`src/rtl/alu_pkg.sv`:
```
// rtl/alu_pkg.sv - shared ALU opcodes, arbiter state encoding and width defaults
package alu_pkg;

    localparam int DW_DEF  = 32;
    localparam int OPW_DEF = 4;

    localparam logic [3:0] ALU_AND = 4'h0;
    localparam logic [3:0] ALU_OR  = 4'h1;
    localparam logic [3:0] ALU_ADD = 4'h2;
    localparam logic [3:0] ALU_SUB = 4'h6;
    localparam logic [3:0] ALU_SLT = 4'h7;

    typedef enum logic [1:0] {
        IDLE = 2'd0,
        EXEC = 2'd1,
        RESP = 2'd2
    } arb_state_t;

    // Widened to 32 bits so callers with any OPW can use it without a width clash.
    function automatic logic op_is_legal(input logic [31:0] op);
        return (op == 32'(ALU_AND)) || (op == 32'(ALU_OR))  ||
               (op == 32'(ALU_ADD)) || (op == 32'(ALU_SUB)) ||
               (op == 32'(ALU_SLT));
    endfunction

endpackage

```
`src/rtl/alu_rr_arbiter_rr_pick.sv`:
```
// rtl/alu_rr_arbiter_rr_pick.sv - combinational round-robin first-one finder
//   req_i : request vector
//   ptr_i : index with highest priority this cycle (must be < N)
//   gnt_o : one-hot grant (zero when no request)
//   idx_o : index of the granted bit (zero when no request)
module rr_pick #(
    parameter int N  = 2,
    parameter int IW = (N > 1) ? $clog2(N) : 1
) (
    input  logic [N-1:0]  req_i,
    input  logic [IW-1:0] ptr_i,
    output logic [N-1:0]  gnt_o,
    output logic [IW-1:0] idx_o
);

    always_comb begin
        int  j;
        logic found;
        gnt_o = '0;
        idx_o = '0;
        found = 1'b0;
        j     = 0;
        // Walk from ptr upward with wrap; the first set bit wins.
        for (int k = 0; k < N; k++) begin
            j = int'(ptr_i) + k;
            if (j >= N) j = j - N;
            if (!found && req_i[j]) begin
                found    = 1'b1;
                gnt_o[j] = 1'b1;
                idx_o    = IW'(j);
            end
        end
    end

endmodule

```
`src/rtl/alu_rr_arbiter.sv`:
```
// rtl/alu_rr_arbiter.sv - round-robin sharing of one combinational ALU between NREQ requesters
//   clk, rst_n           : clock, asynchronous active-low reset
//   req_valid/req_ready  : per-requester request handshake, operands packed in req_a/req_b/req_op
//   rsp_valid/rsp_ready  : per-requester response handshake, shared rsp_res/rsp_zero/rsp_err
//   alu_in1/in2/ctr      : registered operands to the external ALU
//   alu_res/alu_zero     : ALU result captured during EXEC
//   busy                 : high whenever an operation is in flight
//   Optional macro ALU_ARB_OPCHECK_EN: reject illegal op codes with rsp_err instead of executing.
module alu_rr_arbiter
    import alu_pkg::*;
#(
    parameter int NREQ = 2,
    parameter int DW   = DW_DEF,
    parameter int OPW  = OPW_DEF
) (
    input  logic              clk,
    input  logic              rst_n,
    input  logic [NREQ-1:0]   req_valid,
    output logic [NREQ-1:0]   req_ready,
    input  logic [NREQ*DW-1:0]  req_a,
    input  logic [NREQ*DW-1:0]  req_b,
    input  logic [NREQ*OPW-1:0] req_op,
    output logic [NREQ-1:0]   rsp_valid,
    input  logic [NREQ-1:0]   rsp_ready,
    output logic [DW-1:0]     rsp_res,
    output logic              rsp_zero,
    output logic              rsp_err,
    output logic [DW-1:0]     alu_in1,
    output logic [DW-1:0]     alu_in2,
    output logic [OPW-1:0]    alu_ctr,
    input  logic [DW-1:0]     alu_res,
    input  logic              alu_zero,
    output logic              busy
);

    localparam int IW = $clog2(NREQ);

    arb_state_t      state_q, state_d;
    logic [IW-1:0]   ptr_q, ptr_d;
    logic [IW-1:0]   grant_q, grant_d;
    logic [DW-1:0]   a_q, a_d, b_q, b_d;
    logic [OPW-1:0]  op_q, op_d;
    logic [DW-1:0]   res_q, res_d;
    logic            zero_q, zero_d;
    logic            err_q, err_d;

    logic [NREQ-1:0] pick_gnt;
    logic [IW-1:0]   pick_idx;
    logic [DW-1:0]   sel_a, sel_b;
    logic [OPW-1:0]  sel_op;
    logic            op_ok;

    rr_pick #(.N(NREQ), .IW(IW)) u_pick (
        .req_i (req_valid),
        .ptr_i (ptr_q),
        .gnt_o (pick_gnt),
        .idx_o (pick_idx)
    );

    assign sel_a  = req_a[int'(pick_idx)*DW +: DW];
    assign sel_b  = req_b[int'(pick_idx)*DW +: DW];
    assign sel_op = req_op[int'(pick_idx)*OPW +: OPW];

`ifdef ALU_ARB_OPCHECK_EN
    assign op_ok = op_is_legal(32'(sel_op));
`else
    assign op_ok = 1'b1;
`endif

    always_comb begin
        state_d   = state_q;
        ptr_d     = ptr_q;
        grant_d   = grant_q;
        a_d       = a_q;
        b_d       = b_q;
        op_d      = op_q;
        res_d     = res_q;
        zero_d    = zero_q;
        err_d     = err_q;
        req_ready = '0;
        rsp_valid = '0;
        case (state_q)
            IDLE: begin
                if (|req_valid) begin
                    req_ready = pick_gnt;
                    grant_d   = pick_idx;
                    if (op_ok) begin
                        a_d     = sel_a;
                        b_d     = sel_b;
                        op_d    = sel_op;
                        state_d = EXEC;
                    end else begin
                        // Rejected op: ALU inputs keep their previous values.
                        res_d   = '0;
                        zero_d  = 1'b0;
                        err_d   = 1'b1;
                        state_d = RESP;
                    end
                end
            end
            EXEC: begin
                res_d   = alu_res;
                zero_d  = alu_zero;
                err_d   = 1'b0;
                state_d = RESP;
            end
            RESP: begin
                rsp_valid[grant_q] = 1'b1;
                if (rsp_ready[grant_q]) begin
                    state_d = IDLE;
                    ptr_d   = (int'(grant_q) == NREQ - 1) ? '0 : grant_q + 1'b1;
                end
            end
            default: state_d = IDLE;
        endcase
    end

    always_ff @(posedge clk or negedge rst_n) begin
        if (!rst_n) begin
            state_q <= IDLE;
            ptr_q   <= '0;
            grant_q <= '0;
            a_q     <= '0;
            b_q     <= '0;
            op_q    <= '0;
            res_q   <= '0;
            zero_q  <= 1'b0;
            err_q   <= 1'b0;
        end else begin
            state_q <= state_d;
            ptr_q   <= ptr_d;
            grant_q <= grant_d;
            a_q     <= a_d;
            b_q     <= b_d;
            op_q    <= op_d;
            res_q   <= res_d;
            zero_q  <= zero_d;
            err_q   <= err_d;
        end
    end

    assign alu_in1  = a_q;
    assign alu_in2  = b_q;
    assign alu_ctr  = op_q;
    assign rsp_res  = res_q;
    assign rsp_zero = zero_q;
    assign rsp_err  = err_q;
    assign busy     = (state_q != IDLE);

endmodule

```
`config.mk`:
```
export PLATFORM = sky130hd
export DESIGN_NAME = alu_rr_arbiter
export DESIGN_NICKNAME = d
export VERILOG_FILES = /design/src/rtl/alu_pkg.sv /design/src/rtl/alu_rr_arbiter_rr_pick.sv /design/src/rtl/alu_rr_arbiter.sv
export SDC_FILE = /design/constraint.sdc
export NUM_CORES = 1
export LEC_CHECK = 0
export BUFFER_PORTS_ARGS = -buffer_cell sky130_fd_sc_hd__buf_2
export CAP_MARGIN = 5
export CORE_AREA = 2 2 108 110
export DETAILED_ROUTE_END_ITERATION = 8
export DIE_AREA = 0 0 110 112
export PLACE_DENSITY = 0.81
export SLEW_MARGIN = 10
export SYNTH_ARGS = -nofsm -noshare
export SYNTH_HDL_FRONTEND = slang
export SYNTH_SLANG_ARGS = --single-unit
```
`constraint.sdc`:
```
create_clock -name clk -period 3.8 [get_ports clk]
set_input_delay 0.38 -clock clk [delete_from_list [all_inputs] [get_ports clk]]
set_output_delay 0.38 -clock clk [all_outputs]
set_load 0.05 [all_outputs]
```
==> results of run 1 <==
layer usage:
layer | vias up | share of wire
met5 | - | 0
met4 | 0 | 0.028
met3 | 33 | 0.093
met2 | 291 | 0.49
met1 | 2402 | 0.39
li1 | 2301 | -
layout make-up:
type	count	share of cell area
inverter	4	0.00225
timing repair buffer	287	0.224
sequential	105	0.394
clock inverter	5	0.0118
clock buffer	11	0.0364
multi-input combinational	328	0.304
tap	143	0.0268
per-stage QoR:
stage / power [uW] / area (um2) / utilization / instances / setup slack [ps]
2_1_floorplan: 5230 / 4960 / - / 494 / 1810
3_3_place_gp: 6160 / 6340 / 0.568 / 867 / 1590
3_5_place_dp: 6250 / 6340 / 0.568 / 867 / 1530
4_1_cts: 7260 / 6660 / 0.596 / 883 / 1220
5_1_grt: 7590 / 6660 / 0.596 / 883 / 1080
6_report: 7220 / 6660 / 0.596 / 883 / 1280
path summary, 6_finish.rpt:
path / depth (start not counted) / slack, ps / end / startpoint
max reg2reg: 4 / 1820 / alu_in1[14] / ptr_q
max: 4 / 1280 / req_ready[1] / ptr_q
min: 2 / 90 / alu_in1[18] / rst_n
min in group clk: 2 / 270 / rsp_res[29] / alu_res[29]
min reg2reg: 1 / 500 / rsp_res[25] / rsp_res[25]
max in group asynchronous: 2 / 3270 / alu_in1[9] / rst_n
sequential cells by signal, summed over array words and instances, names as in the netlist:
| signal | flops |
|---|---|
| rsp_zero | 1 |
| ptr_q | 1 |
| grant_q | 1 |
| state_q | 2 |
| rsp_res | 32 |
| alu_ctr | 4 |
| alu_in1 | 32 |
| alu_in2 | 32 |
report_power, final:
| part | internal (uW) | switching, uW | leakage (uW) |
|---|---|---|---|
| sequential | 1700 | 359 | 0.00119 |
| clock | 595 | 402 | 0.000159 |
| combinational | 1050 | 3110 | 0.00174 |
critical path: stages (launching register included):
cell	delay, ps
dfrtp_1	410
nand2b_2	690
nand2_1	160
nor2_1	240
buf_2	310
synth_stat cells, types with 2 or more instances:
cell type / instances / area share
mux2_2: 33 / 0.075
nor2_4: 2 / 0.0045
a21oi_1: 49 / 0.049
nor2_1: 4 / 0.0030
and3_1: 2 / 0.0025
inv_1: 2 / 0.0015
a31oi_1: 69 / 0.087
o21ai_0: 68 / 0.069
nand3_1: 68 / 0.069
clkbuf_1: 24 / 0.018
a21oi_2: 20 / 0.035
buf_2: 19 / 0.019
dfrtp_1: 105 / 0.53
o21ai_1: 5 / 0.0050
buf_6: 4 / 0.0091
nand2b_1: 3 / 0.0038
nand2_1: 2 / 0.0015
inv_2: 2 / 0.0015
buf_4: 8 / 0.012
logic make-up (layout without fill, tap and decap cells):
group,after synthesis,count (layout)
buf+inv,61,307
flops,105,105
other cells,1,1
compound gates,211,211
mux,33,33
simple gates,83,83
==> results_dict.tcl, run 1 <==
set metrics [dict create \
    drc 0 \
    viasPerCell 5.69 \
    htree_levels 3 \
    io_buffers 280 \
    synth_area_mm2 0.00496 \
    multi_input_area_mm2 0.00203 \
    clock_path_buffers 2 \
    power.leakage_uw 0.00310 \
    cts_setup_buffers 0 \
    syn_nets 669 \
    hpwlAfterDp_mm 10.7 \
    ys_seq_area_frac 0.529 \
    ys_ff_latch 105 \
    drtPass1Iterations 5 \
    place_congestion 0.811 \
    synthSimpleGateAreaFrac 0.0867 \
    grtUsageTotal 0.241 \
    yosys_warnings 0 \
    hold_buffers 0 \
    whs_ps 86.0 \
    fin_crit_ps 2520 \
    die_w_um 110 \
    path_max_fanout 37 \
    powerDensity_mw_per_mm2 1080 \
    fmax_mhz 397 \
    synth.distinct_cells 24 \
    synth_ff_type "dfrtp_1" \
    setup.worst_path.end_class "primary output" \
    grt_antenna_before_repair 0 \
    n_antenna_cell 0 \
    cp_data_arrival_time_ps 2140 \
    path_class "flip-flop to primary output" \
    cts_resized 0 \
    relSlewSlack 0.288 \
    syn_to_final_growth_pct 34.2 \
    grt_util_met2 0.403 \
    status "complete, no violations" \
    grt_pass1_vias 4917 \
    n_fill_cell 960 \
    worstMarginPinSlew_ps 1070 \
    worst_setup_path_start_kind "flip-flop" \
    hp-class "input port to async pin" \
    die_y_um 112 \
    start_util 0.444 \
    layout_common_cells "279 x buf_2, 105 x dfrtp_1, 69 x a31oi_1" \
    syn_inst 494 \
    grt.busiest_layer "met2" \
    coreArea_mm2 0.0112 \
    vias 5027 \
    design.die.area_mm2 0.0123 \
    async_flop_share 1.00 \
    layout_commonest_cell "buf_2" \
    setup_viol 0 \
    hold_violations 0 \
    grt_pass1_wl_mm 23.5 \
    slew_viol_final 0 \
    synth.avg_cell_area_um2 10.1 \
    finalNetCount 910 \
    boundaryPins 282 \
    root_buffer "clkbuf_16" \
    ant_nets 0 \
    ff_latch_area_mm2 0.00263 \
    synth_top_family_by_area "compound AO/OA/AOI/OAI gates" \
    wl_mm 15.2 \
    clk_latency_ps 340 \
    synthMuxAreaShare 0.0748 \
    synthAdderAreaFrac 0 \
    grt_max_degree 106 \
    rsz0062_at_grt "no" \
    cp.required_ps 3420 \
    synth-compound-area-share 0.245 \
    clock_skew_ps 8.82 \
    grt.met3_usage 0.0480 \
    clock_sinks 105 \
    num_rows 39 \
    avgRoutedWirePerCell_um 17.2 \
    final_layout_size_suffix_gt1_frac 0.489 \
    synthXorXnorAreaFrac 0 \
    cts.clk_slew.worst_paths_ps 70 \
    numCtsBuffers 9 \
    use_met1 0.301 \
    ir_worst_vdd_mv 0.627 \
    gr-total-overflow 0 \
    cap_viol_max_count 0 \
    drt_iter0_drc 383 \
    tritoncts "yes" \
    period_share 0.663 \
    synth_edf_count 0 \
    setup-tns-final_ps 0 \
]
Power figures use the tool's default switching activity.
==> run 2: changes to the inputs <==
- CORE_AREA: 2 2 108 110 -> 2 2 110 112
- DIE_AREA: 0 0 110 112 -> 0 0 112 114
- PLACE_DENSITY: 0.81 -> 0.78
- clock period: 3.8 -> 2.5 ns (I/O delays scaled with it)
==> run 2 against run 1 <==
  * Worst setup slack got worse by 730 ps
  * Core utilization fell by 2.2 points
  * Sequential power rose by 51%
  * Final area rose by 0.96%
  * Non-clock buffer count rose by 7
  * Largest cell class unchanged
  * Largest power group unchanged
==> results_dict.tcl, run 2 (same netlist as run 1, synthesis figures left out) <==
set metrics [dict create \
    status "complete, no violations" \
    coreArea_mm2 0.0117 \
    place_congestion 0.884 \
    cts_resized 0 \
    final_layout_size_suffix_gt1_frac 0.494 \
    cp-startpoint "ptr_q" \
    slew_viol_final 0 \
    hold_buffers 1 \
    gr-total-overflow 0 \
    vias 5075 \
    cp_data_arrival_time_ps 1700 \
    power.leakage_uw 0.00313 \
    dp_cells 877 \
    clk_latency_ps 350 \
    cp.required_ps 2250 \
    worstMarginPinSlew_ps 746 \
    layout_common_cells "279 x buf_2, 105 x dfrtp_1, 69 x a31oi_1" \
    syn_to_final_growth_pct 35.5 \
    clock_skew_ps 12.0 \
    cts.clk_slew.worst_paths_ps 80 \
    clock_path_buffers 2 \
    setup_viol 0 \
    path_class "flip-flop to primary output" \
    grt_antenna_before_repair 0 \
    hp-class "input port to flip-flop" \
    ir_worst_vdd_mv 1.21 \
    rsz0062_at_grt "no" \
    cap_viol_max_count 0 \
    fin_crit_ps 1950 \
    hpwlAfterDp_mm 11.2 \
    die_y_um 114 \
    ant_nets 0 \
    grt_max_degree 70 \
    grtUsageTotal 0.239 \
    hp-start "alu_res[13]" \
    clock_sinks 105 \
    hold_violations 0 \
    design.die.area_mm2 0.0128 \
    htree_levels 3 \
    viasPerCell 5.68 \
    n_fill_cell 997 \
    cts_setup_buffers 0 \
    fmax_mhz 513 \
    avgRoutedWirePerCell_um 17.6 \
    tritoncts "yes" \
    period_share 0.779 \
    grt_pass1_wl_mm 24.8 \
    io_buffers 280 \
    met2WireLength_mm 7.68 \
    numCtsBuffers 9 \
    path_max_fanout 16 \
    boundaryPins 282 \
    root_buffer "clkbuf_16" \
    wl_met3_mm 1.44 \
    top_layer "met4" \
    wl_met1_mm 6.20 \
    die_w_um 112 \
    setup.worst_path.end_class "primary output" \
    num_rows 40 \
    n_antenna_cell 0 \
    grt_pass1_vias 4983 \
    wl_mm 15.8 \
    r2r_start "ptr_q" \
    fin_cells 894 \
    powerDensity_mw_per_mm2 1640 \
    drc 0 \
    finalNetCount 917 \
    worst_setup_path_start_kind "flip-flop" \
    setup-tns-final_ps 0 \
    drtPass1Iterations 6 \
    relSlewSlack 0.503 \
    layout_commonest_cell "buf_2" \
    start_util 0.424 \
    drt_iter0_drc 473 \
]
-- run 2: cell count changes in the layout (fill, tap and decap cells not counted), moves of 2 or more --
cell / before / now
inv_8: 0 / 2
clkinv_4: 1 / 3
buf_4: 5 / 10
clkinv_2: 2 / 0
-- run 2: metrics by stage --
step                cell area (um2)  setup slack, ps  power [uW]   util  hold slack (ps)
finish                         6730              552       11000  0.574              128
global route                   6730              444       11500  0.574              116
CTS                            6730              511       11100  0.574              121
detailed placement             6400              679        9590  0.547              357
global placement               6400              737        9410  0.547              353
floorplan                      4960              645        7950      -            -45.6
-- run 2: path summary, 6_finish.rpt --
kind	to	slack, ps	depth (start not counted)
max in group asynchronous	rsp_res[17]	1220	3
min in group asynchronous	rsp_res[8]	510	2
max reg2reg	alu_in1[27]	780	4
max	req_ready[1]	550	4
min	rsp_res[13]	130	2
min reg2reg	rsp_res[1]	510	1
-- run 2: cell type report --
class	count	area (um2)	area share
sequential	105	2630	0.391
multi-input combinational	328	2030	0.301
timing repair buffer	294	1560	0.232
clock buffer	9	225	0.0335
tap	147	184	0.0273
clock inverter	7	87.6	0.0130
inverter	4	15.0	0.00223
-- run 2: where the power goes --
| part | switching [uW] | total, uW | internal (uW) |
|---|---|---|---|
| combinational | 4790 | 6430 | 1640 |
| sequential | 529 | 3100 | 2570 |
| clock | 676 | 1480 | 801 |
| total | 6000 | 11000 | 5020 |
-- run 2: layer usage --
metal / vias up / track usage
met3: 36 / 0.0632
met2: 302 / 0.403
met1: 2417 / 0.295
li1: 2320 / -
met5: - / 0
met4: 0 / 0.0919
-- run 2: critical path, cell delays in order, from the launching register on --
cell      delay (ps)
dfrtp_1          430
nand2b_2         380
nand2_1          120
nor2_1           120
buf_2            300
